===== src/rtl/raster_tri_scheduler_pkg.sv =====
// Shared types for the triangle front-end scheduler.
//   vertex_t         : one screen-space vertex
//   triangle_setup_t : result of triangle_setup, valid=0 marks a degenerate triangle
//   tri_packet_t     : three vertices as stored in the input queue
//   setup_state_t / rast_state_t : scheduler FSM encodings
package raster_tri_scheduler_pkg;

    typedef struct packed {
        logic signed [15:0] x;
        logic signed [15:0] y;
        logic        [15:0] z;
    } vertex_t;

    typedef struct packed {
        logic               valid;
        logic signed [31:0] area;
        logic        [15:0] min_x;
        logic        [15:0] min_y;
        logic        [15:0] max_x;
        logic        [15:0] max_y;
    } triangle_setup_t;

    typedef struct packed {
        vertex_t v0;
        vertex_t v1;
        vertex_t v2;
    } tri_packet_t;

    typedef enum logic {S_IDLE, S_WAIT} setup_state_t;
    typedef enum logic {R_IDLE, R_BUSY} rast_state_t;

endpackage


===== src/rtl/raster_tri_scheduler_if.sv =====
// Handshake bundle between the scheduler, the vertex source and the external
// triangle_setup / rasterizer units.
//   master : the scheduler (accepts triangles, drives the start pulses)
//   slave  : the surrounding environment
interface raster_tri_scheduler_if;
    import raster_tri_scheduler_pkg::*;

    vertex_t         v0, v1, v2;
    logic            tri_valid;
    logic            tri_ready;
    vertex_t         setup_v0, setup_v1, setup_v2;
    logic            setup_start;
    triangle_setup_t setup_result;
    logic            setup_done;
    triangle_setup_t rast_tri;
    logic            rast_start;
    logic            rast_done;

    modport master (
        input  v0, v1, v2, tri_valid,
        output tri_ready,
        output setup_v0, setup_v1, setup_v2, setup_start,
        input  setup_result, setup_done,
        output rast_tri, rast_start,
        input  rast_done
    );

    modport slave (
        output v0, v1, v2, tri_valid,
        input  tri_ready,
        input  setup_v0, setup_v1, setup_v2, setup_start,
        output setup_result, setup_done,
        input  rast_tri, rast_start,
        output rast_done
    );
endinterface


===== src/rtl/raster_tri_scheduler_sync_fifo.sv =====
// celery_sync_fifo: single-clock show-ahead FIFO, element type and depth
// parametrised, synchronous active-high reset.
//   wr_en/wr_data : push (ignored when full)
//   rd_en/rd_data : pop; rd_data always shows the head entry
//   full/empty/count : occupancy
module celery_sync_fifo #(
    parameter type T        = logic [7:0],
    parameter int  DEPTH    = 4,
    localparam int PTR_W    = (DEPTH > 1) ? $clog2(DEPTH) : 1,
    localparam int CNT_W    = $clog2(DEPTH + 1)
) (
    input  logic             clk,
    input  logic             rst,
    input  logic             wr_en,
    input  T                 wr_data,
    input  logic             rd_en,
    output T                 rd_data,
    output logic             full,
    output logic             empty,
    output logic [CNT_W-1:0] count
);

    T                 mem [DEPTH];
    logic [PTR_W-1:0] wr_ptr;
    logic [PTR_W-1:0] rd_ptr;
    logic             wr_ok;
    logic             rd_ok;

    function automatic logic [PTR_W-1:0] ptr_inc(input logic [PTR_W-1:0] p);
        return (p == PTR_W'(DEPTH - 1)) ? '0 : p + PTR_W'(1);
    endfunction

    assign full    = (count == CNT_W'(DEPTH));
    assign empty   = (count == '0);
    assign wr_ok   = wr_en && !full;
    assign rd_ok   = rd_en && !empty;
    assign rd_data = mem[rd_ptr];

    always_ff @(posedge clk) begin
        if (wr_ok) begin
            mem[wr_ptr] <= wr_data;
        end
    end

    always_ff @(posedge clk) begin
        if (rst) begin
            wr_ptr <= '0;
            rd_ptr <= '0;
            count  <= '0;
        end else begin
            if (wr_ok) wr_ptr <= ptr_inc(wr_ptr);
            if (rd_ok) rd_ptr <= ptr_inc(rd_ptr);
            case ({wr_ok, rd_ok})
                2'b10:   count <= count + CNT_W'(1);
                2'b01:   count <= count - CNT_W'(1);
                default: count <= count;
            endcase
        end
    end

endmodule


===== src/rtl/raster_tri_scheduler.sv =====
// Multi-triangle front-end scheduler. Queues incoming triangles, overlaps setup
// of the next triangle with rasterization of the current one through a small
// setup-result buffer, drops degenerate triangles, preserves arrival order.
//   clk, rst     : clock, synchronous active-high reset
//   bus (master) : vertex input handshake, setup and rasterizer start/done
//   busy         : anything queued, buffered, in flight or about to start
//   tri_count    : triangles issued to the rasterizer (saturating)
//   degen_count  : triangles dropped as degenerate (saturating)
// Build option: define RAST_SCHED_STATS_EN to enable the statistics counters;
// otherwise both counter outputs are tied to 0.
//
// state  | meaning
// S_IDLE | setup unit free, may issue when queue has data and buffer has room
// S_WAIT | one triangle in triangle_setup, waiting for setup_done
// R_IDLE | rasterizer free, issues when setup buffer has data
// R_BUSY | rasterizer working on rast_tri, waiting for rast_done
module raster_tri_scheduler
    import raster_tri_scheduler_pkg::*;
#(
    parameter int QUEUE_DEPTH     = 4,
    parameter int SETUP_BUF_DEPTH = 2,
    parameter int STAT_WIDTH      = 32
) (
    input  logic                  clk,
    input  logic                  rst,
    raster_tri_scheduler_if.master bus,
    output logic                  busy,
    output logic [STAT_WIDTH-1:0] tri_count,
    output logic [STAT_WIDTH-1:0] degen_count
);

    localparam int Q_CW  = $clog2(QUEUE_DEPTH + 1);
    localparam int SB_CW = $clog2(SETUP_BUF_DEPTH + 1);

    setup_state_t    s_state, s_next;
    rast_state_t     r_state, r_next;

    tri_packet_t     q_wr, q_rd;
    logic            q_push, q_pop, q_full, q_empty;
    logic [Q_CW-1:0] q_count;

    triangle_setup_t  sb_rd;
    logic             sb_push, sb_pop, sb_full, sb_empty;
    logic [SB_CW-1:0] sb_count;

    logic setup_start_r;
    logic rast_start_r;

    assign q_wr          = '{v0: bus.v0, v1: bus.v1, v2: bus.v2};
    assign q_push        = bus.tri_valid && !q_full;
    assign bus.tri_ready = !q_full;

    celery_sync_fifo #(.T(tri_packet_t), .DEPTH(QUEUE_DEPTH)) u_tri_queue (
        .clk     (clk),
        .rst     (rst),
        .wr_en   (q_push),
        .wr_data (q_wr),
        .rd_en   (q_pop),
        .rd_data (q_rd),
        .full    (q_full),
        .empty   (q_empty),
        .count   (q_count)
    );

    celery_sync_fifo #(.T(triangle_setup_t), .DEPTH(SETUP_BUF_DEPTH)) u_setup_buf (
        .clk     (clk),
        .rst     (rst),
        .wr_en   (sb_push),
        .wr_data (bus.setup_result),
        .rd_en   (sb_pop),
        .rd_data (sb_rd),
        .full    (sb_full),
        .empty   (sb_empty),
        .count   (sb_count)
    );

    always_ff @(posedge clk) begin
        if (rst) begin
            s_state <= S_IDLE;
            r_state <= R_IDLE;
        end else begin
            s_state <= s_next;
            r_state <= r_next;
        end
    end

    // Only one setup can be in flight and it lives in S_WAIT, so in S_IDLE the
    // "buffered + in flight < depth" reservation reduces to a non-full buffer.
    always_comb begin
        s_next  = s_state;
        q_pop   = 1'b0;
        sb_push = 1'b0;
        case (s_state)
            S_IDLE: begin
                if (!q_empty && !sb_full) begin
                    q_pop  = 1'b1;
                    s_next = S_WAIT;
                end
            end
            S_WAIT: begin
                if (bus.setup_done) begin
                    sb_push = bus.setup_result.valid;
                    s_next  = S_IDLE;
                end
            end
            default: s_next = S_IDLE;
        endcase
    end

    always_comb begin
        r_next = r_state;
        sb_pop = 1'b0;
        case (r_state)
            R_IDLE: begin
                if (!sb_empty) begin
                    sb_pop = 1'b1;
                    r_next = R_BUSY;
                end
            end
            R_BUSY: begin
                if (bus.rast_done) r_next = R_IDLE;
            end
            default: r_next = R_IDLE;
        endcase
    end

    always_ff @(posedge clk) begin
        if (rst) begin
            setup_start_r <= 1'b0;
            rast_start_r  <= 1'b0;
            bus.setup_v0  <= '0;
            bus.setup_v1  <= '0;
            bus.setup_v2  <= '0;
            bus.rast_tri  <= '0;
        end else begin
            setup_start_r <= q_pop;
            rast_start_r  <= sb_pop;
            if (q_pop) begin
                bus.setup_v0 <= q_rd.v0;
                bus.setup_v1 <= q_rd.v1;
                bus.setup_v2 <= q_rd.v2;
            end
            if (sb_pop) begin
                bus.rast_tri <= sb_rd;
            end
        end
    end

    assign bus.setup_start = setup_start_r;
    assign bus.rast_start  = rast_start_r;

    assign busy = (q_count != '0) || (s_state == S_WAIT) || (sb_count != '0) ||
                  (r_state == R_BUSY) || setup_start_r || rast_start_r;

`ifdef RAST_SCHED_STATS_EN
    always_ff @(posedge clk) begin
        if (rst) begin
            tri_count   <= '0;
            degen_count <= '0;
        end else begin
            if (sb_pop && (tri_count != '1)) begin
                tri_count <= tri_count + STAT_WIDTH'(1);
            end
            if ((s_state == S_WAIT) && bus.setup_done && !bus.setup_result.valid &&
                (degen_count != '1)) begin
                degen_count <= degen_count + STAT_WIDTH'(1);
            end
        end
    end
`else
    assign tri_count   = '0;
    assign degen_count = '0;
`endif

endmodule


===== src/flat_wrapper.sv =====
// flat-port wrapper written by rule: the top's interface ports become plain ports
module raster_tri_scheduler_flat import raster_tri_scheduler_pkg::*;
#(
    parameter int QUEUE_DEPTH     = 4,
    parameter int SETUP_BUF_DEPTH = 2,
    parameter int STAT_WIDTH      = 32
)
  (clk, rst, busy, tri_count, degen_count, bus_v0, bus_v1, bus_v2, bus_tri_valid, bus_tri_ready, bus_setup_v0, bus_setup_v1, bus_setup_v2, bus_setup_start, bus_setup_result, bus_setup_done, bus_rast_tri, bus_rast_start, bus_rast_done);
  raster_tri_scheduler_if bus_i ();
  input  logic clk;
  input  logic rst;
  output logic busy;
  output logic [STAT_WIDTH-1:0] tri_count;
  output logic [STAT_WIDTH-1:0] degen_count;
  input wire logic [$bits(bus_i.v0)-1:0] bus_v0;
  input wire logic [$bits(bus_i.v1)-1:0] bus_v1;
  input wire logic [$bits(bus_i.v2)-1:0] bus_v2;
  input wire logic [$bits(bus_i.tri_valid)-1:0] bus_tri_valid;
  output wire logic [$bits(bus_i.tri_ready)-1:0] bus_tri_ready;
  output wire logic [$bits(bus_i.setup_v0)-1:0] bus_setup_v0;
  output wire logic [$bits(bus_i.setup_v1)-1:0] bus_setup_v1;
  output wire logic [$bits(bus_i.setup_v2)-1:0] bus_setup_v2;
  output wire logic [$bits(bus_i.setup_start)-1:0] bus_setup_start;
  input wire logic [$bits(bus_i.setup_result)-1:0] bus_setup_result;
  input wire logic [$bits(bus_i.setup_done)-1:0] bus_setup_done;
  output wire logic [$bits(bus_i.rast_tri)-1:0] bus_rast_tri;
  output wire logic [$bits(bus_i.rast_start)-1:0] bus_rast_start;
  input wire logic [$bits(bus_i.rast_done)-1:0] bus_rast_done;
  assign bus_i.v0 = bus_v0;
  assign bus_i.v1 = bus_v1;
  assign bus_i.v2 = bus_v2;
  assign bus_i.tri_valid = bus_tri_valid;
  assign bus_tri_ready = bus_i.tri_ready;
  assign bus_setup_v0 = bus_i.setup_v0;
  assign bus_setup_v1 = bus_i.setup_v1;
  assign bus_setup_v2 = bus_i.setup_v2;
  assign bus_setup_start = bus_i.setup_start;
  assign bus_i.setup_result = bus_setup_result;
  assign bus_i.setup_done = bus_setup_done;
  assign bus_rast_tri = bus_i.rast_tri;
  assign bus_rast_start = bus_i.rast_start;
  assign bus_i.rast_done = bus_rast_done;
  raster_tri_scheduler #(.QUEUE_DEPTH(QUEUE_DEPTH), .SETUP_BUF_DEPTH(SETUP_BUF_DEPTH), .STAT_WIDTH(STAT_WIDTH)) u_core (.clk(clk), .rst(rst), .bus(bus_i), .busy(busy), .tri_count(tri_count), .degen_count(degen_count));
endmodule

===== config.mk =====
export PLATFORM = sky130hd
export DESIGN_NAME = raster_tri_scheduler_flat
export DESIGN_NICKNAME = d
export VERILOG_FILES = /design/src/rtl/raster_tri_scheduler_pkg.sv /design/src/rtl/raster_tri_scheduler_if.sv /design/src/rtl/raster_tri_scheduler_sync_fifo.sv /design/src/rtl/raster_tri_scheduler.sv /design/src/flat_wrapper.sv
export SDC_FILE = /design/constraint.sdc
export NUM_CORES = 1
export LEC_CHECK = 0
export BUFFER_PORTS_ARGS = -buffer_cell sky130_fd_sc_hd__buf_2
export CAP_MARGIN = 20
export CORE_AREA = 3 3 307 309
export CTS_BUF_LIST = sky130_fd_sc_hd__clkbuf_4 sky130_fd_sc_hd__clkbuf_8
export CTS_CLUSTER_SIZE = 12
export DETAILED_ROUTE_END_ITERATION = 7
export DIE_AREA = 0 0 310 312
export RECOVER_POWER = 50
export SLEW_MARGIN = 10
export SYNTH_ARGS = -nofsm -noshare
export SYNTH_HDL_FRONTEND = slang
export SYNTH_SLANG_ARGS = --single-unit

===== constraint.sdc =====
create_clock -name clk -period 8.2 [get_ports clk]
set_clock_uncertainty 0.2 [all_clocks]
set_input_delay 0.41 -clock clk [delete_from_list [all_inputs] [get_ports clk]]
set_output_delay 0.41 -clock clk [all_outputs]
set_load 0.02 [all_outputs]

==> results of run 1 <==
## Yosys cell counts
master,instances,area share
buf_2,74,0.0096
dfxtp_1,256,0.13
nor2b_1,1,0.00016
nor3_2,1,0.00026
or2_1,1,0.00016
o31ai_1,146,0.028
nor4_1,1,0.00016
xor2_1,2,0.00046
a21oi_1,153,0.020
mux4_2,144,0.084
nand2_1,1,0.000098
or3_1,4,0.00065
edfxtp_1,770,0.60
nor2_1,107,0.010
buf_4,73,0.014
xnor2_1,3,0.00068
inv_1,6,0.00059
buf_1,13,0.0013
fa_1,1,0.00052
clkbuf_1,74,0.0072
a21o_1,2,0.00039
inv_2,1,0.000098
and3_1,4,0.00065
o21ai_0,3,0.00039
nand4_1,146,0.024
mux2i_1,98,0.026
conb_1,1,0.000098
nand3_1,5,0.00065
ha_1,7,0.0023
a211oi_1,47,0.0092
buf_6,21,0.0061
a211oi_2,50,0.016
nand2b_1,4,0.00065
or3b_1,1,0.00023
## kinds of logic (layout without fill, tap and decap cells)
logic type      count (synthesis)  after routing  synth area share
buf+inv                       262           1085           0.03920
xor+xnor                        5              5          0.001139
mux                           242            242            0.1098
flops                        1026           1026            0.7344
other cells                     1             78        0.00009750
compound gates                401            401           0.07463
simple gates                  276            276           0.03787
fa+ha+maj                       8              8          0.002798
## area by class of cell
cell class                      instances  area share
Clock inverter                         54    0.008448
Antenna cell                           14   0.0007462
Multi-Input combinational cell        996      0.1914
Sequential cell                      1026      0.6020
Tap cell                             1186     0.03161
Inverter                                7   0.0008261
Clock buffer                          259     0.06673
Timing Repair Buffer                  765     0.09828
## power breakdown
| part | switching [uW] | internal (uW) | total, uW |
|---|---|---|---|
| Sequential | 534 | 6350 | 6880 |
| Clock | 2010 | 2570 | 4580 |
| Combinational | 2990 | 1440 | 4430 |
## critical path: stages, from the launching register on
cell     delay (ns)
dfxtp_1        0.48
or3b_1         0.37
and3_1         1.23
buf_4          0.96
## per-stage QoR
step                      total power (uW)  instances
final                                15900       4307
after detailed placement             11460       3735
after floorplan                       9989       2284
after global placement               11370       3734
after CTS                            16180       4293
after global routing                 16710       4297
## how the worst min path moves through the flow
| stage | start | end | slack [ns] | depth (start not counted) |
|---|---|---|---|---|
| after global routing | bus_setup_result[29] | u_core.u_setup_buf.mem[1][29] | 0.08 | 2 |
| after floorplan | u_core.r_state | u_core.r_state | 0.26 | 2 |
| after detailed placement | u_core.bus.setup_v1[26] | u_core.bus.setup_v1[26] | 0.26 | 2 |
| after CTS | bus_setup_result[53] | u_core.u_setup_buf.mem[0][53] | 0.03 | 2 |
| final | bus_setup_result[57] | u_core.u_setup_buf.mem[1][57] | 0.14 | 2 |
| after global placement | u_core.bus.setup_v0[9] | u_core.bus.setup_v0[9] | 0.26 | 2 |
## sequential cells by signal, indices dropped and copies added, names as in the netlist, 2 cells and up
register and flops:
u_core.u_setup_buf.count 2, u_core.bus.rast_tri 97, u_core.u_tri_queue.wr_ptr 2, u_core.bus.setup_v0 48, u_core.u_tri_queue.rd_ptr 2, u_core.bus.setup_v2 48
u_core.u_setup_buf.mem 194, u_core.u_tri_queue.count 3, u_core.bus.setup_v1 48, u_core.u_tri_queue.mem 576
## routing by layer
metal / part of all wire / GRT usage
met5: 0.0015 / 0
met1: 0.41 / 0.2632
met3: 0.095 / 0.07576
met2: 0.47 / 0.3185
met4: 0.021 / 0.06160
## repair_timing
| item | 4_1_cts | 5_1_grt |
|---|---|---|
| endpoints found under the setup margin | 0 | 0 |
| hold buffers | 245 | 0 |
| setup buffers | 0 | 0 |
| hold endpoints to repair | 856 | 0 |
==> flow_summary_export.csv, run 1 <==
group,metric,value,unit
drt,wire_per_inst,23.20,um
grt,grt_start_max_net_pins,167,
layout,ff_latch_area,28260,um^2
drt,firstDrtPassIters,6,
timing,maxSlewHeadroom,-0.005358,
hold_path,hold_class,"in -> reg",
timing,finalHoldViolCount,0,
clock_network,cts_resized,0,
job,max-cap-violations,1,
grt,grt_pass1_vias,23970,
grt,grt_pass1_wl,149.0,mm
status,run_status,"finished, violations left",
placement,placed_cell_area,41490,um^2
layout,final_common_cell,"edfxtp_1",
floorplan,fp-row-count,111,
yosys,ys.warnings.count,0,
layout,layout_common_cells,"edfxtp_1, clkbuf_1, dfxtp_1",
drt,wl,99.93,mm
grt,overflow,0,
layout,finalInstanceArea,46950,um^2
power_and_ir_drop,vdd_drop_max,216.1,uV
critical_path,timing.rr.end,"u_core.u_tri_queue.mem[2][69]",
grt,grtUsageTotal,0.2030,
layout,fillCellCount,7757,
critical_path,critical_path_arrival,3.93,ns
clock_network,htree_levels,4,
timing,worstMarginPinSlew,1.508,ns
critical_path,r2r-start,"u_core.u_tri_queue.count[0]",
critical_path,r2r_cells,3,
layout,fin_util,0.5122,
grt,antenna_found_initial,26,
placement,post-place-ws,4.546,ns
power_and_ir_drop,p_per_area,338.6,nW/um^2
yosys,ys_seq_elements,1026,
clock_network,cts_tree,"done",
yosys,syn-instance-count,2221,
clock_network,cts_inserted_buffers,169,
layout,drive_gt1_frac,0.1841,
critical_path,cp-end-kind,"flip-flop",
critical_path,worstPathRequired,8.41,ns
floorplan,start_util,0.4196,
critical_path,endpoint,"u_core.u_tri_queue.mem[2][69]",
critical_path,rrSetupSlack,4.47,ns
drt,vias,23110,
timing,layout_setup_ws,4.474,ns
floorplan,core,91660,um^2
drt,first_iter_violations,1738,
timing,fin_crit,3.726,ns
placement,place_congestion,0.7488,
yosys,synth_cell_types,34,
power_and_ir_drop,p_leak,0.01533,uW
clock_network,clk_path_buf_depth,3,
layout,multi_input_area,8986,um^2
critical_path,crit_path_max_fanout,64,
drt,final_antenna_net_count,0,
clock_network,path_clk_slew,0.06,ns
placement,io_buffers,490,
timing,slew_violations,27,
timing,timing.fmax,268.4,MHz
critical_path,crit_type,"reg -> reg",
timing,fin_tns_setup,0,ns
clock_network,worst_skew_pair.late_latency,0.81,ns
critical_path,critPathLaunch,"u_core.u_tri_queue.count[0]",
clock_network,cts_root_buf,"clkbuf_8",
placement,hpwl,57.26,mm
floorplan,dieArea,96720,um^2
timing,holdWs,0.1415,ns
status,violations,"capacitance limit, slew limit",
floorplan,die_x,310,um
drt,vias_per_cell,5.365,
timing,rsz0062_at_grt,"false",
layout,syn_to_final_growth,22.07,%
layout,nets,3219,
floorplan,io_pins,555,
yosys,syn_area,38460,um^2
timing,post-route-period-util,0.4544,
critical_path,start_kind,"flip-flop",
yosys,yosysSeqAreaShare,0.7344,
floorplan,fp.dieH,312,um
timing,finalSetupViolations,0,
clock_network,cts_sinks,1026,
yosys,avgSynthCellArea,17.32,um^2
drt,route.detailed.drc,0,
Power figures use the tool's default switching activity.
==> inputs of run 2 (changes only) <==
==> constraint.sdc (replaced) <==
create_clock -name clk -period 3.65 [get_ports clk]
set_clock_uncertainty 0.2 [all_clocks]
set_input_delay 0.1825 -clock clk [delete_from_list [all_inputs] [get_ports clk]]
set_output_delay 0.1825 -clock clk [all_outputs]
set_load 0.02 [all_outputs]
==> flow_summary_export.csv, run 2 (synthesis results as in run 1) <==
group,metric,value,unit
critical_path,path_depth,3,
timing,fin_tns_setup,0,ns
timing,fin_crit,2.769,ns
critical_path,worstPathRequired,3.27,ns
power_and_ir_drop,p_leak,0.01711,uW
critical_path,critPathLaunch,"u_core.u_tri_queue.count[0]",
drt,vias_per_cell,5.301,
layout,final_cells,4568,
hold_path,hold_class,"in -> reg",
clock_network,cts_sinks,1026,
floorplan,dieArea,96720,um^2
layout,drive_gt1_frac,0.2350,
critical_path,start_kind,"flip-flop",
floorplan,start_util,0.4196,
critical_path,rrSetupSlack,1.09,ns
placement,hpwl,56.15,mm
grt,grt_pass1_wl,154.8,mm
grt,overflow,0,
grt,grtUsageTotal,0.2100,
clock_network,cts_inserted_buffers,167,
power_and_ir_drop,pwr-share-comb,0.298,
critical_path,crit_path_max_fanout,10,
layout,largest_reg_flops,576,
layout,nets,3481,
drt,wire_per_inst,22.43,um
floorplan,core,91660,um^2
power_and_ir_drop,p_per_area,725.9,nW/um^2
grt,antenna_found_initial,21,
drt,firstDrtPassIters,5,
clock_network,cts_root_buf,"clkbuf_8",
timing,rsz0062_at_grt,"false",
power_and_ir_drop,p_seq_frac,0.416,
critical_path,cp-end-kind,"primary output",
timing,finalSetupViolations,0,
timing,post-route-period-util,0.7586,
critical_path,crit_type,"reg -> out",
clock_network,clk_path_buf_depth,3,
timing,maxSlewHeadroom,0.2500,
critical_path,critical_path_arrival,2.39,ns
drt,wl,102.4,mm
clock_network,cts_setup_buffers,0,
critical_path,endpoint,"busy",
floorplan,fp.dieH,312,um
power_and_ir_drop,swShare,0.3486,
drt,first_iter_violations,1556,
power_and_ir_drop,power_frac_clock,0.286,
status,run_status,"complete, no violations",
layout,layout_common_cells,"edfxtp_1, dlygate4sd3_1, dfxtp_1",
placement,place_congestion,0.7378,
layout,fillCellCount,7445,
drt,route.detailed.drc,0,
clock_network,worst_skew_pair.late_latency,0.82,ns
clock_network,htree_levels,4,
grt,grt_start_max_net_pins,148,
clock_network,cts_tree,"done",
timing,slew_violations,0,
floorplan,die_x,310,um
layout,final_common_cell,"edfxtp_1",
grt,grt_pass1_vias,26010,
critical_path,crit_buf_inv,1,
placement,io_buffers,490,
timing,worstMarginPinSlew,1.125,ns
hold_path,min_from,"bus_tri_valid",
placement,placed_cells,3753,
critical_path,path_cells,"nor3_4 -> nand3_1 -> buf_2",
power_and_ir_drop,p_int,23720,uW
drt,final_antenna_net_count,0,
clock_network,cts_resized,0,
critical_path,crit_slowest_cell,"nor3_4",
critical_path,r2r_cells,8,
power_and_ir_drop,power_switching,12690,uW
critical_path,slowest_delay,0.74,ns
critical_path,cp_top_family,"simple AND/OR/NAND/NOR gates",
timing,finalHoldViolCount,0,
critical_path,timing.rr.end,"u_core.u_tri_queue.count[2]",
drt,vias,24210,
layout,syn_to_final_growth,30.44,%
layout,top_register,"u_core.u_tri_queue.mem",
floorplan,fp-row-count,111,
floorplan,io_pins,555,
clock_network,path_clk_slew,0.06,ns
power_and_ir_drop,vdd_drop_max,596.4,uV
job,max-cap-violations,0,
layout,reg_top3,"u_core.u_tri_queue.mem: 576 flops, u_core.u_setup_buf.mem: 194 flops, u_core.bus.rast_tri: 97 flops",
timing,timing.fmax,361.2,MHz
critical_path,r2r-start,"u_core.u_tri_queue.count[0]",
[run 2: stage by stage]
step / setup slack (ns) / hold slack, ns / instance area, um^2 / utilization / power, uW
5_1_grt: 0.6812 / 0.09846 / 50160 / 0.5472 / 38240
2_1_floorplan: 0.2221 / 0.08137 / 38710 / - / 22390
3_3_place_gp: 1.106 / 0.1718 / 41950 / 0.4577 / 25850
6_report: 0.8813 / 0.1465 / 50170 / 0.5473 / 36420
4_1_cts: 0.6933 / 0.03086 / 50450 / 0.5504 / 37010
3_5_place_dp: 1.137 / 0.1742 / 41950 / 0.4577 / 26050
[run 2: final cells by class]
class                      instances  area (um^2)  area share
sequential                      1026        28260      0.5633
multi-input combinational        996         8981      0.1790
timing repair buffer            1029         7786      0.1552
tap                             1186         1484     0.02958
clock inverter                    57        451.7    0.009003
inverter                           7        38.79   0.0007731
antenna                           12        30.03   0.0005986
clock buffer                     255         3134     0.06248
[run 2: metal layers]
metal  vias to the layer above  GRT usage  part of all wire
met5                         -          0            0.0013
met4                        20    0.07117             0.026
met3                       196    0.06465             0.089
met2                       922     0.3528              0.49
met1                     12220     0.2575              0.39
li1                      10860          -                 -
[run 2: worst min-delay path, stage by stage]
cell and delay, ns:
dlygate4sd3_1 0.57, buf_2 0.18, nand3_1 0.10, a21oi_1 0.06
[run 2: repair_timing]
item,in CTS,in global routing
hold endpoints to repair,1157,0
hold buffers,491,0
endpoints found under the setup margin,0,0
[run 2: power groups by stage]
| stage | clock, uW | combinational (uW) | sequential, uW |
|---|---|---|---|
| floorplan | 0 | 6200 | 16200 |
| global placement | 0 | 10600 | 15300 |
| detailed placement | 0 | 10700 | 15300 |
| CTS | 10700 | 11200 | 15100 |
| global route | 11300 | 11700 | 15300 |
| finish | 10400 | 10900 | 15100 |
[run 2: worst min-delay path by stage]
stage,slack (ns),to,depth (start not counted)
finish,0.15,u_core.u_tri_queue.wr_ptr[1],4
global route,0.1,u_core.u_tri_queue.wr_ptr[1],4
CTS,0.03,u_core.u_tri_queue.wr_ptr[1],4
detailed placement,0.17,u_core.u_setup_buf.mem[0][41],1
global placement,0.17,u_core.u_setup_buf.mem[0][36],1
floorplan,0.08,u_core.u_setup_buf.mem[0][0],0
==> inputs of run 3 (changes only) <==
==> constraint.sdc (replaced) <==
create_clock -name clk -period 2.8 [get_ports clk]
set_clock_uncertainty 0.2 [all_clocks]
set_input_delay 0.14 -clock clk [delete_from_list [all_inputs] [get_ports clk]]
set_output_delay 0.14 -clock clk [all_outputs]
set_load 0.02 [all_outputs]
==> flow_summary_export.csv, run 3 (synthesis results as in run 1) <==
group,metric,value,unit
drt,vias,24220,
clock_network,clk_path_buf_depth,3,
power_and_ir_drop,swShare,0.3466,
critical_path,worstPathRequired,2.46,ns
clock_network,cts_tree,"done",
critical_path,crit_path_max_fanout,47,
floorplan,fp.dieH,312,um
drt,wire_per_inst,22.18,um
layout,drive_gt1_frac,0.2422,
grt,overflow,0,
layout,final_cells,4601,
critical_path,critical_path_arrival,2.27,ns
grt,grt_start_max_net_pins,148,
drt,vias_per_cell,5.264,
drt,final_antenna_net_count,0,
timing,slew_violations,0,
floorplan,start_util,0.4196,
timing,post-route-period-util,0.9306,
placement,place_congestion,0.7508,
timing,fin_crit,2.606,ns
timing,finalSetupViolations,0,
floorplan,die_x,310,um
floorplan,fp-row-count,111,
clock_network,cts_root_buf,"clkbuf_8",
grt,grtUsageTotal,0.2080,
drt,first_iter_violations,1763,
timing,rsz0062_at_grt,"false",
drt,route.detailed.drc,0,
clock_network,cts_sinks,1026,
layout,nets,3502,
layout,final_common_cell,"edfxtp_1",
hold_path,hold_class,"in -> reg",
timing,finalHoldViolCount,0,
status,run_status,"complete, no violations",
layout,syn_to_final_growth,31.05,%
clock_network,cts_setup_buffers,0,
layout,largest_reg_flops,576,
drt,wl,102.0,mm
placement,placed_cells,3771,
critical_path,cp-end-kind,"primary output",
clock_network,htree_levels,4,
placement,post-place-ws,0.3348,ns
power_and_ir_drop,p_seq_frac,0.416,
clock_network,cts_inserted_buffers,169,
critical_path,start_kind,"flip-flop",
timing,holdWs,0.1145,ns
floorplan,io_pins,555,
power_and_ir_drop,power_frac_clock,0.283,
floorplan,core,91660,um^2
placement,io_buffers,490,
power_and_ir_drop,p_leak,0.01725,uW
power_and_ir_drop,p_per_area,937.8,nW/um^2
clock_network,path_clk_slew,0.05,ns
drt,firstDrtPassIters,5,
floorplan,dieArea,96720,um^2
power_and_ir_drop,pwr-share-comb,0.302,
job,max-cap-violations,0,
critical_path,crit_type,"reg -> out",
layout,reg_top3,"u_core.u_tri_queue.mem: 576 flops, u_core.u_setup_buf.mem: 194 flops, u_core.bus.rast_tri: 97 flops",
timing,maxSlewHeadroom,0.2458,
layout,layout_common_cells,"edfxtp_1, dlygate4sd3_1, dfxtp_1",
grt,grt_pass1_wl,153.2,mm
timing,worstMarginPinSlew,1.131,ns
layout,top_register,"u_core.u_tri_queue.mem",
placement,hpwl,57.13,mm
grt,antenna_found_initial,28,
power_and_ir_drop,p_int,30890,uW
timing,timing.fmax,383.8,MHz
grt,grt_pass1_vias,26040,
power_and_ir_drop,vdd_drop_max,1449,uV
power_and_ir_drop,power_switching,16380,uW
clock_network,worst_skew_pair.late_latency,0.83,ns
timing,layout_setup_ws,0.1945,ns
-- run 3: cell types whose count changed in the layout (fill, tap and decap cells not counted), moves of 2 or more --
cell       before  now
inv_6           9    5
bufinv_16       4    2
clkbuf_4       60   71
clkinv_1       24   20
diode_2        12   21
inv_12          4    1
buf_4          20   26
buf_12         28   39
clkinv_2       13   23
clkbuf_8      195  191
buf_2         247  251
clkbuf_1      241  237
-- run 3: power by group through the flow --
stage / logic [uW] / clock network, uW / registers, uW
2_1_floorplan: 8090 / 0 / 21100
3_3_place_gp: 13900 / 0 / 19800
3_5_place_dp: 14100 / 0 / 19900
4_1_cts: 14700 / 13700 / 19600
5_1_grt: 15300 / 14500 / 19800
6_report: 14300 / 13400 / 19700
-- run 3: final timing paths --
kind / start / to / slack [ns] / cells after the start
hold reg to reg: u_core.bus.setup_v2[28] / u_core.bus.setup_v2[28] / 0.27 / 2
setup reg to reg: u_core.u_tri_queue.count[2] / u_core.u_tri_queue.count[2] / 0.29 / 8
hold / removal: bus_tri_valid / u_core.u_tri_queue.wr_ptr[0] / 0.11 / 4
setup / recovery: u_core.u_tri_queue.count[0] / busy / 0.19 / 5
-- run 3: layer usage --
| metal | vias to the layer above | global-route usage | share of wire |
|---|---|---|---|
| li1 | 10910 | - | - |
| met1 | 12290 | 0.2454 | 0.40 |
| met2 | 830 | 0.3540 | 0.50 |
| met3 | 172 | 0.07048 | 0.082 |
| met4 | 16 | 0.07278 | 0.023 |
| met5 | - | 0 | 0.00098 |
-- run 3: repair_timing --
item | CTS | global route
resized for setup | 0 | 0
endpoints found under the hold margin | 1669 | 0
hold buffers | 492 | 0
-- run 3: cell type report --
| cell class | count | area [um^2] |
|---|---|---|
| timing repair buffer | 1048 | 8071 |
| inverter | 7 | 40.04 |
| clock inverter | 55 | 362.8 |
| fill | 7415 | 41260 |
| tap | 1186 | 1484 |
| sequential | 1026 | 28260 |
| antenna | 21 | 52.55 |
| clock buffer | 262 | 3162 |
| multi-input combinational | 996 | 8971 |
-- run 3: critical path: stages, from the launching register on --
cell	delay [ns]
dfxtp_1	0.30
buf_4	0.15
nor3_4	0.38
buf_12	0.32
nand3_1	0.11
buf_2	0.18
-- run 3: per-stage QoR --
stage | cell area, um^2 | setup TNS, ns | total power [uW] | utilization
after detailed placement | 42240 | 0 | 33990 | 0.4608
after global routing | 50380 | 0 | 49600 | 0.5496
after global placement | 42240 | 0 | 33710 | 0.4608
after floorplan | 38730 | -361.69 | 29200 | -
final | 50400 | 0 | 47270 | 0.5499
after CTS | 50690 | 0 | 48030 | 0.5530
